## src/rtl/mem_bus_arbiter.sv

```systemverilog
// Arbitrates the instruction-fetch (I) and data-access (D) requesters onto one
// SRAM-like bus, one transaction at a time, with registered request/response paths.
module mem_bus_arbiter #(
    parameter bit RR_EN = 1'b0,
    parameter int AW    = 32
) (
    input  logic          clk,
    input  logic          resetn,
    input  logic          i_req,
    input  logic [AW-1:0] i_addr,
    output logic          i_ready,
    output logic [31:0]   i_rdata,
    input  logic          d_req,
    input  logic          d_wr,
    input  logic [3:0]    d_wen,
    input  logic [AW-1:0] d_addr,
    input  logic [31:0]   d_wdata,
    input  logic          d_kill,
    output logic          d_ready,
    output logic [31:0]   d_rdata,
    output logic          mem_req,
    output logic          mem_wr,
    output logic [3:0]    mem_wen,
    output logic [AW-1:0] mem_addr,
    output logic [31:0]   mem_wdata,
    input  logic          mem_addr_ok,
    input  logic          mem_data_ok,
    input  logic [31:0]   mem_rdata,
    output logic          busy,
    output logic [1:0]    state_dbg
);

    // Bus handshake: mem_req is held with stable fields until the cycle mem_addr_ok
    // is sampled high; mem_rdata is taken only on the edge mem_data_ok is high in DATA.
    typedef enum logic [1:0] {
        IDLE = 2'd0,
        ADDR = 2'd1,
        DATA = 2'd2,
        RESP = 2'd3
    } state_t;

    state_t state, state_nx;

    logic gnt_d;      // 1 = current transaction belongs to D
    logic last_d;     // 1 = most recent grant went to D
    logic i_elig, d_elig;
    logic grant, pick_d, local_done;

    assign i_elig = i_req;
    assign d_elig = d_req && !d_kill;

    always_comb begin
        state_nx   = state;
        grant      = 1'b0;
        pick_d     = 1'b0;
        local_done = 1'b0;
        case (state)
            IDLE: begin
                if (i_elig || d_elig) begin
                    grant = 1'b1;
                    if (RR_EN && i_elig && d_elig) pick_d = !last_d;
                    else                           pick_d = d_elig;
                    // A store with no enabled lanes completes without touching the bus
                    local_done = pick_d && d_wr && (d_wen == 4'b0000);
                    state_nx   = local_done ? RESP : ADDR;
                end
            end
            ADDR:    if (mem_addr_ok) state_nx = DATA;
            DATA:    if (mem_data_ok) state_nx = RESP;
            RESP:    state_nx = IDLE;
            default: state_nx = IDLE;
        endcase
    end

    always_ff @(posedge clk or negedge resetn) begin
        if (!resetn) state <= IDLE;
        else         state <= state_nx;
    end

    always_ff @(posedge clk or negedge resetn) begin
        if (!resetn) begin
            gnt_d     <= 1'b0;
            last_d    <= 1'b0;
            mem_req   <= 1'b0;
            mem_wr    <= 1'b0;
            mem_wen   <= 4'b0000;
            mem_addr  <= '0;
            mem_wdata <= '0;
            i_rdata   <= '0;
            d_rdata   <= '0;
        end else begin
            if (grant) begin
                gnt_d  <= pick_d;
                last_d <= pick_d;
            end
            if (grant && !local_done) begin
                mem_req   <= 1'b1;
                mem_wr    <= pick_d && d_wr;
                mem_wen   <= pick_d ? d_wen   : 4'b0000;
                mem_addr  <= pick_d ? d_addr  : i_addr;
                mem_wdata <= pick_d ? d_wdata : 32'h0;
            end
            if (state == ADDR && mem_addr_ok) mem_req <= 1'b0;
            if (state == DATA && mem_data_ok) begin
                if (gnt_d) d_rdata <= mem_rdata;
                else       i_rdata <= mem_rdata;
            end
            if (local_done) d_rdata <= 32'h0;
        end
    end

    assign i_ready   = (state == RESP) && !gnt_d;
    assign d_ready   = (state == RESP) && gnt_d;
    assign busy      = (state != IDLE);
    assign state_dbg = state;

endmodule

```

## config.mk

```make
export PLATFORM = sky130hd
export DESIGN_NAME = mem_bus_arbiter
export DESIGN_NICKNAME = d
export VERILOG_FILES = /design/src/rtl/mem_bus_arbiter.sv
export SDC_FILE = /design/constraint.sdc
export NUM_CORES = 1
export LEC_CHECK = 0
export BUFFER_PORTS_ARGS = -buffer_cell sky130_fd_sc_hd__buf_2
export CORE_MARGIN = 3
export CORE_UTILIZATION = 45
export CTS_CLUSTER_DIAMETER = 40
export DETAILED_ROUTE_END_ITERATION = 6
export GPL_ROUTABILITY_DRIVEN = 0
export PLACE_DENSITY = 0.77
export SYNTH_ARGS = -nofsm -noshare
export SYNTH_HDL_FRONTEND = slang
export SYNTH_SLANG_ARGS = --single-unit
```

## constraint.sdc

```tcl
create_clock -name clk -period 4.6 [get_ports clk]
set_clock_uncertainty 0.05 [all_clocks]
set_input_delay 0.23 -clock clk [delete_from_list [all_inputs] [get_ports clk]]
set_output_delay 0.23 -clock clk [all_outputs]
set_load 0.01 [all_outputs]
```

Word level (Yosys, flattened, before mapping) --
Index checks and enable logic that the tools add are counted.
Cells by class: eq/ne operators 6, muxes and demuxes 21, reductions and logical operators 22, bitwise gates (word level) 1
Operator list (count):
- two-way mux 32 bit | 5
- two-way mux 1 bit | 10
- logical AND 1 bit | 9
- two-way mux 2 bit | 4
- case mux 2 bit (4 select lines) | 1
- nonzero test 2 bit | 4
- != test 2 bit (second input constant) | 3
- equality test 2 bit (second input constant) | 2
- zero test 4 bit | 1
- two-way mux 4 bit | 1
- AND reduction 2 bit | 2
- zero test 1 bit | 3
- AND reduction 3 bit | 1
- equality test 2 x 1 -> 1 bit (second input constant) | 1
- zero test 2 bit | 1
- logical OR 1 bit | 1
- inverter 1 bit | 1
Storage, ports and cells: bits in registers 137, output and inout bits 139, logic and storage cells 59, bits of input ports 140

Longest topological paths before layout --
Gate-level depths: netlist (run 1).
depth in word-level cells 13, depth in mapped cells 8, mapped depth without buffers 5

Worst setup path after synthesis (run 1) --
No wires, ideal clock.
kind register -> register, start point register state[0] (netlist: state_dbg[0]), end point register mem_addr[10], cell stages (with the launch flop) 8, setup time 125 ps, path slack 2570 ps, required time 4425 ps, buffers on the path 2, data arrival time 1855 ps, period minus slack after synthesis 2030 ps, path through dfrtp_1 inv_1 ha_1 and3b_1 buf_2 buf_2 mux2_2 mux2_4
Between the ends: word-level cells in the longest chain between the ends 4, elaborated cells on any way between the ends 7, those cells by class 4 x mux; 3 x reduce/logical
Ends and longest elaborated chain:
- start, declared | line 42 | state_t state, state_nx;
- start signal, assigned | line 77 | else state <= state_nx;
- zero test 2 bit * | line 57 | case (state)
- two-way mux 1 bit | line 57
- zero test 1 bit | line 96 | if (grant && !local_done) begin
- logical AND 1 bit | line 96
- end signal, assigned | line 100 | mem_addr <= pick_d ? d_addr : i_addr;
- end, declared | line 24 | output logic [AW-1:0] mem_addr,
Every way passes the cells marked *; elsewhere a longest branch is shown, timed or not. A chain may end at the register's enable or synchronous reset.

Worst setup path in the final report (run 1) --
start point register state[0] (netlist: state_dbg[0]), end point register mem_addr[21]
The elaborated chain is that of the path after synthesis.

==> results of run 1 <==
==> final cells by class <==
| class | instances | area, um^2 | area share |
|---|---|---|---|
| Sequential cell | 137 | 3430 | 0.407 |
| Multi-Input combinational cell | 293 | 2340 | 0.278 |
| Timing Repair Buffer | 304 | 1640 | 0.195 |
| Clock buffer | 19 | 453 | 0.0538 |
| Tap cell | 172 | 215 | 0.0256 |
| Clock inverter | 13 | 175 | 0.0208 |
| Inverter | 42 | 158 | 0.0187 |
| Antenna cell | 2 | 5.00 | 0.000595 |
==> worst max-delay path, cell delays in order (launching register included) <==
cell and delay, ps:
sky130_fd_sc_hd__dfrtp_1 420, sky130_fd_sc_hd__inv_1 140, sky130_fd_sc_hd__ha_1 250, sky130_fd_sc_hd__and3b_2 890
sky130_fd_sc_hd__mux2_2 420, sky130_fd_sc_hd__mux2_4 260
==> state kept, by name, indices dropped and copies added, names as in the netlist <==
name / flops
mem_addr: 32
gnt_d: 1
mem_req: 1
mem_wen: 4
state_dbg: 2
d_rdata: 32
i_rdata: 32
mem_wr: 1
mem_wdata: 32
==> final timing paths <==
kind,to,slack [ps],cells past startpoint
hold / removal,mem_wen[1]$_DFFE_PN0P_,10,3
hold reg to reg,i_rdata[19]$_DFFE_PN0P_,450,1
setup reg to reg,mem_addr[21]$_DFFE_PN0P_,2020,5
max in group asynchronous,d_rdata[23]$_DFFE_PN0P_,2910,3
min in group asynchronous,i_rdata[5]$_DFFE_PN0P_,420,2
setup / recovery,mem_addr[21]$_DFFE_PN0P_,2020,5
==> synthesized netlist by cell type, drive strengths merged <==
| master | instances |
|---|---|
| o21ai | 4 |
| nand4bb | 1 |
| nor2 | 1 |
| nand2 | 102 |
| o31ai | 1 |
| a2bb2oi | 1 |
| nand2b | 3 |
| and3 | 1 |
| nand3 | 1 |
| a21o | 1 |
| mux2 | 97 |
| nor3 | 1 |
| or3 | 1 |
| o221a | 2 |
| nand3b | 1 |
| inv | 42 |
| buf | 19 |
| a21oi | 32 |
| and2 | 1 |
| dfrtp | 137 |
| ha | 5 |
| clkbuf | 10 |
| nor2b | 2 |
| mux2i | 34 |
| and3b | 1 |
==> power groups by stage <==
stage,Sequential (W),Combinational [W],Clock [W]
after detailed placement,0.00204,0.00211,0
after global placement,0.00201,0.00205,0
after CTS,0.00203,0.00212,0.00146
final,0.00203,0.00210,0.00143
after global routing,0.00209,0.00229,0.00152
after floorplan,0.00227,0.00103,0
==> timing repair <==
item,CTS,global route
hold endpoints to repair,110,0
resized for setup,0,0
hold buffers,20,0
==> metal layers <==
layer,part of all wire,GRT usage
met5,0,0
met4,0.036,0.104
met3,0.073,0.0543
met2,0.52,0.385
met1,0.37,0.244
==> cells by family (layout without fill, tap and decap cells) <==
family	count (synthesis)	count (layout)
other cells	0	2
fa+ha+maj	5	5
compound gates	41	41
simple gates	116	116
buf+inv	71	378
mux	131	131
flops	137	137
==> stage by stage <==
stage / std cells / total power, W / instance area, um^2
detailed placement: 928 / 0.00415 / 7580
CTS: 980 / 0.00562 / 8410
global route: 981 / 0.00589 / 8410
floorplan: 501 / 0.00330 / 6070
global placement: 928 / 0.00406 / 7580
finish: 982 / 0.00556 / 8410
==> results summary, run 1 <==
The routed length per instance came out at 16.6 um. The category of the critical setup timing path is reg -> reg. TritonCTS built the clock tree. The synthesized cell area is approximately 6100 um^2. Static timing analysis puts the maximum clock frequency at 388 MHz. The transition time of the tightest slew-check pin came out at about 1200 ps.

The number of antenna violations at the first check in global routing was 1. The share of total power dissipated in the clock network is 0.258. The post-route DRC violation count is 0. The xor and xnor fraction of the mapped netlist area came out at 0.

The max-slew headroom at the worst pin came out at 0.207. The leakage power of the design came out at 4.31 nW. The area share of and/or/nand/nor cells after synthesis is 0.0790. The library cells used most frequently in the layout, excluding fill and tap cells, are sky130_fd_sc_hd__buf_2 (277), sky130_fd_sc_hd__dfrtp_1 (137), sky130_fd_sc_hd__nand2_1 (102). Summed over all nets, the switching power comes to between 0.0015 and 0.002 W. The final core utilization is 0.653. The share of total power in sequential cells is 0.366. Port buffering added ~280 buffers. The total of endpoints with negative setup slack in the final report is 0. The number of hold-slack violations in the final timing report is 0.

From synthesis to final layout, the design area changed by 38.6%. The total grt overflow is 0. The internal power of the cells totals about 0.0037 W. In this run, synthesis produced a sequential element count of about 140. The height of the die is around 120 um. The biggest area contributor in the post-synthesis netlist is sky130_fd_sc_hd__dfrtp_1.

The number of sinks on the clock net came out at 137. The remaining antenna violation count after routing came out at 0. The share of the yosys chip area belonging to registers came out at 0.565. Setup repair after global routing left no endpoint under its margin.

The first-pass detailed-route iteration total came out at 4. The power density normalized to cell area is ~660 nW/um^2. The number of max-cap violations came out at 0.

Using the TritonRoute via totals, the vias-per-cell ratio works out to 4.92. The share of the synthesized area in compound gates (AO/OA/AOI/OAI) is 0.0373. The share of total power dissipated in combinational logic is 0.377. In the final layout, the share of cells above drive strength 1 is 0.517. The number of nets in the layout came out at 940.

The average footprint of a synthesized cell came out at around 12 um^2. IR analysis of the VDD net gives a maximum drop of between 0.2 and 0.3 mV. Yosys printed 0 warnings.

In this run the worst setup path begins at state_dbg[0]$_DFFE_PN0P_. The number of distinct library cell variants in the gate-level netlist after synthesis came out at 29. The via count of the first global-routing pass came to between 5000 and 6000. Counting along the longest clock path gives a buffer depth of 2. Of the total synthesized cell area, the portion taken by full adders, half adders and majority gates is 0.0103. The multiplexer share of the synthesized area is 0.256. In this run the clock root is driven by a sky130_fd_sc_hd__clkbuf_16.

The worst setup slack after layout is between 2000 and 2500 ps. The number of top-level pins is 279. The total negative setup slack came out at 0 ps. The final-layout worst hold slack came out at 11.4 ps.

The flow ran to the end, and the final reports show no timing, DRC or antenna violations. The placement row count is 41. Across every metal layer, demand over resource in global routing totals 0.217. The routed layout has 4827 vias.

In this run the most critical hold path is launched from d_wen[1]. The leading cell type in the layout, fill and taps excluded is sky130_fd_sc_hd__buf_2. The required arrival time at the worst endpoint came out at 4840 ps. The clock-pin transition on the worst setup and hold timing paths came out at around 60 ps. The number of cells produced by synthesis came out at around 500. The number of nets in the synthesized netlist is 646.

The number of H-tree branching levels came out at 4. The area of the core region came out at ~13000 um^2. The switching power as a share of total power is 0.328.

For the worst-skew pair, the clock arrives at the later sink with an insertion delay of 400 ps. The share of synthesized area in the top cell type comes to 0.565. The min-delay analysis places its worst path in the category in -> reg. The post-layout minimum cycle time came out at around 2600 ps. STA classifies the critical path startpoint as a flop. The pre-CTS setup slack is slightly above 2000 ps. The total wire length is between 15000 and 20000 um.

The share of the cycle needed by the critical path after routing came out at 0.561. After synthesis, the largest family of logic cells by area is multiplexers. The largest driver fanout on the critical path is 48.

The total of fill cells in the finished design came out at 960. STA puts the critical path data arrival time at 2820 ps. The die is between 100 and 150 um wide.

The endpoint class of the critical path is a flop. In this run the critical register-to-register path is launched from state_dbg[0]$_DFFE_PN0P_. The global-route wire length before repair is 25100 um. The pin count of the biggest net entering global routing is about 90. The count of final max-slew check failures is 0. The number of buffers inserted by post-CTS setup repair came out at 0. The CTS buffer count is 17. The initial DRC count is 260. By area the synthesized netlist is led by sky130_fd_sc_hd__dfrtp_1 (56%), sky130_fd_sc_hd__mux2_2 (12%), sky130_fd_sc_hd__mux2_4 (7.9%). The starting density of the core came out at 0.471. The die covers between 10000 and 15000 um^2.

The sum of net half-perimeters after detailed placement came out at ~12000 um.
Power figures use the tool's default switching activity.
==> run 2, diff against run 1 <==
--- a/config.mk
+++ b/config.mk
@@ -5,9 +5,10 @@
 export SDC_FILE = /design/constraint.sdc
 export NUM_CORES = 1
 export LEC_CHECK = 0
+export ABC_AREA = 1
 export BUFFER_PORTS_ARGS = -buffer_cell sky130_fd_sc_hd__buf_2
 export CORE_MARGIN = 3
-export CORE_UTILIZATION = 45
+export CORE_UTILIZATION = 43
 export CTS_CLUSTER_DIAMETER = 40
 export DETAILED_ROUTE_END_ITERATION = 6
 export GPL_ROUTABILITY_DRIVEN = 0
==> constraint.sdc (replaced) <==
create_clock -name clk -period 2.18 [get_ports clk]
set_clock_uncertainty 0.05 [all_clocks]
set_input_delay 0.109 -clock clk [delete_from_list [all_inputs] [get_ports clk]]
set_output_delay 0.109 -clock clk [all_outputs]
set_load 0.01 [all_outputs]
==> run 2 against run 1 <==
Total power rose by 110%. Register-to-register slack got worse by 1800 ps. Area after synthesis rose by 0.21%. Global-route usage rose by 5.9 points.
==> results summary, run 2 <==
The number of max-cap violations came out at 0 (unchanged). The switching power as a share of total power is 0.363 (+0.0352). The total grt overflow is 0 (unchanged). The power density normalized to cell area is 1210 nW/um^2 (+83%). The share of flip-flops with an asynchronous set or reset after synthesis came out at 1.00 (unchanged). The remaining antenna violation count after routing came to 0 (unchanged).

Yosys instantiated no cell more often than sky130_fd_sc_hd__nand2_1. The total internal power came out at 0.00745 W (+99%). The share of the yosys chip area belonging to registers came out at 0.564 (-0.00116).

The leakage power of the design came out at 5.54 nW (+29%). The proportion of power drawn by the clock network was 0.278 (+0.020). The share of total power in sequential cells came out at 0.355 (-0.011). The routed length per instance came to 15.7 um (-4.9%). The run finished with clean final reports.

The average via count per standard cell is 4.92 (about the same). The horizontal die dimension is 125 um (+2.3%). The average footprint of a synthesized cell was 8.05 um^2 (-34%). The total wire length came to 21200 um (+31%).

The number of hold-slack violations in the final timing report is 0 (unchanged). The sum of net half-perimeters after detailed placement is 12400 um (+6.3%). The number of top-level pins came out at 279 (unchanged). The synthesized cell area is 6080 um^2 (+0.21%).

The first-pass detailed-route iteration total came to 6 (+2). The peak supply drop is 0.913 mV (+220%). Traced cell by cell, the critical path runs through inv_1 -> ha_1 -> nand3_2 -> inv_2 -> buf_4 -> nand2_1 -> o21ai_0.

Leaving out fill and tap cells, the most frequent cells in the layout are sky130_fd_sc_hd__nand2_1 (340), sky130_fd_sc_hd__buf_2 (277), sky130_fd_sc_hd__dfrtp_1 (137). The port buffer count is 278 (unchanged). Setup repair after global routing left no endpoint under its margin. The initial DRC count is 464 (+78%). The post-layout minimum cycle time is 1990 ps (-589 ps). The number of nets in the synthesized netlist is 901 (+39%). The worst path arrival time is 2240 ps (-580 ps). For this run, the leading register cell type out of synthesis is sky130_fd_sc_hd__dfrtp_1.

The global-route wire length before repair came out at 34700 um (+38%). Leaving out fill and tap cells, the most frequent cell in the layout is sky130_fd_sc_hd__nand2_1. The critical path is of the reg -> reg type.

The total of endpoints with negative setup slack in the final report is 0 (unchanged). The synthesized flop and latch total was 137 (unchanged). Among all stages on the critical path, the largest delay is contributed by sky130_fd_sc_hd__dfrtp_1.

The pre-CTS setup slack was 293 ps (-1730 ps). The number of antenna violations at the first check in global routing is 0 (-1). The clock latency at the later pin of the worst-skew pair is 420 ps (+20 ps). The required arrival time at the worst endpoint is 2430 ps (-2410 ps).

The total routing resource utilization after global routing is 0.276 (+0.0588). The post-route DRC violation count came out at 0 (unchanged). The starting density of the core is 0.449 (-0.0228). The area of the core region is 13600 um^2 (+5.3%). The transition time of the tightest slew-check pin came out at 469 ps (-721 ps). The height of the die came out at 125 um (+2.3%).

From synthesis to final layout, the design area changed by 59.0%. The endpoint class of the critical path is a flop. The number of distinct library cell variants in the gate-level netlist after synthesis came out at 18 (-38%). The full die area is 15600 um^2 (+4.6%).

The placement row count is 42 (+2.4%). The kind of launch point of the worst setup path is a flop. The count of warnings emitted by yosys came out at 0 (unchanged). The tree is rooted in a sky130_fd_sc_hd__clkbuf_16. The switching power came out at 0.00425 W (+130%).

The count of final max-slew check failures is 0 (unchanged). The TritonCTS clock tree is built. The antenna diode count came to 0 (-2). The path category of the worst min-delay check is in -> async. The number of sinks on the clock net is 137 (unchanged). The cell taking the most area after synthesis is sky130_fd_sc_hd__dfrtp_1.

The max-slew headroom at the worst pin is 0.687 (+0.481). The number of cells produced by synthesis is 756 (+51%). The highest attainable clock frequency was 502 MHz (+30%). The number of H-tree branching levels was 4 (unchanged). Sorting the synthesized cells by area gives the leading types as sky130_fd_sc_hd__dfrtp_1 (56%), sky130_fd_sc_hd__nand2_1 (21%), sky130_fd_sc_hd__o21ai_0 (7.3%). The number of nets in the layout came out at 1305 (+39%).

The count of cells resized by post-cts repair came out at 0 (unchanged). The clock-pin transition on the worst setup and hold timing paths came out at 60 ps (about the same). The longest individual stage delay on the worst path is 420 ps (-470 ps). Ranked by instance count, the synthesized netlist is headed by sky130_fd_sc_hd__nand2_1 (340), sky130_fd_sc_hd__dfrtp_1 (137), sky130_fd_sc_hd__o21ai_0 (89).

The via count of the first global-routing pass is 6811 (+36%). The fraction of power consumed by combinational cells is 0.366 (-0.011). The largest driver fanout on the critical path is 24 (-50%). The area fraction of the dominant cell type after synthesis came out at 0.564 (-0.00116). The CTS buffer count came to 17 (unchanged). The number of synthesized flops with an enable pin came out at 0 (unchanged).

The share of the cycle needed by the critical path after routing came to 0.913 (+0.352). The maximum clock path buffer count came to 2 (unchanged). The routed via count is 6634 (+37%).

The share of final-layout standard cells stronger than drive strength 1 came out at 0.284 (-0.233). The total negative setup slack is 0 ps (unchanged). The worst setup slack after layout came out at 189 ps (-1830 ps). The pin count of the biggest net entering global routing came out at 81 (-12%).
## run 2: kinds of logic after synthesis
family | share of synthesized area
and+or+nand+nor | 0.248
buffers and inverters | 0.0895
DFF | 0.564
adders and majority gates | 0.0103
AOI/OAI and AO/OA | 0.0887
## run 2: what timing repair did
item | in CTS | in global routing
hold endpoints to repair | 169 | 0
buffers inserted | 0 | 0
hold buffers | 135 | 0
## run 2: power groups by stage
stage	Combinational [W]	Clock, W	Sequential (W)
6_report	0.00429	0.00326	0.00416
5_1_grt	0.00480	0.00342	0.00426
4_1_cts	0.00422	0.00331	0.00413
3_5_place_dp	0.00402	0	0.00414
3_3_place_gp	0.00391	0	0.00413
2_1_floorplan	0.00183	0	0.00461
## run 2: worst paths after layout
path | slack (ps) | cells after the start | to | startpoint
worst max-delay path | 190 | 7 | mem_wdata[10]$_DFFE_PN0P_ | state_dbg[0]$_DFFE_PN0P_
worst min-delay path | 130 | 2 | d_rdata[27]$_DFFE_PN0P_ | resetn
worst max register to register | 190 | 7 | mem_wdata[10]$_DFFE_PN0P_ | state_dbg[0]$_DFFE_PN0P_
worst min register to register | 420 | 2 | mem_wen[3]$_DFFE_PN0P_ | mem_wen[3]$_DFFE_PN0P_
max in group asynchronous | 1260 | 3 | i_rdata[13]$_DFFE_PN0P_ | resetn
min in group clk | 130 | 6 | state_dbg[1]$_DFFE_PN0P_ | i_req
## run 2: layer usage
metal  track usage  vias up  wire length (um)
li1              -     3122                 -
met1         0.325     2997              8180
met2         0.447      411              9950
met3        0.0861      104              1950
met4         0.162        0              1150
met5             0        -                 0
## run 2: final cells by class
type	count	area, um^2
fillers	937	3890
flip-flops and latches	137	3430
repair buffers	427	2920
multi-input cells	495	2120
clock buffers	21	480
inverters	82	308
well taps	176	220
clock inverters	11	190
## run 2: critical path: cells and delay by family (launching register included)
family,cells,cell delay [ps]
AOI/OAI and AO/OA,1,260
DFF,1,420
adders and majority gates,1,240
and+or+nand+nor,2,180
buffers and inverters,3,690
## run 2: metrics by stage
| stage | cells | hold WS, ps | util | instance area (um^2) | power, W |
|---|---|---|---|---|---|
| finish | 1349 | 128 | 0.713 | 9670 | 0.0117 |
| global placement | 1182 | 29.9 | 0.564 | 7650 | 0.00805 |
| floorplan | 756 | -237 | - | 6080 | 0.00644 |
| detailed placement | 1182 | 27.6 | 0.564 | 7650 | 0.00816 |
| CTS | 1349 | 118 | 0.713 | 9670 | 0.0117 |
| global route | 1349 | 177 | 0.713 | 9670 | 0.0125 |
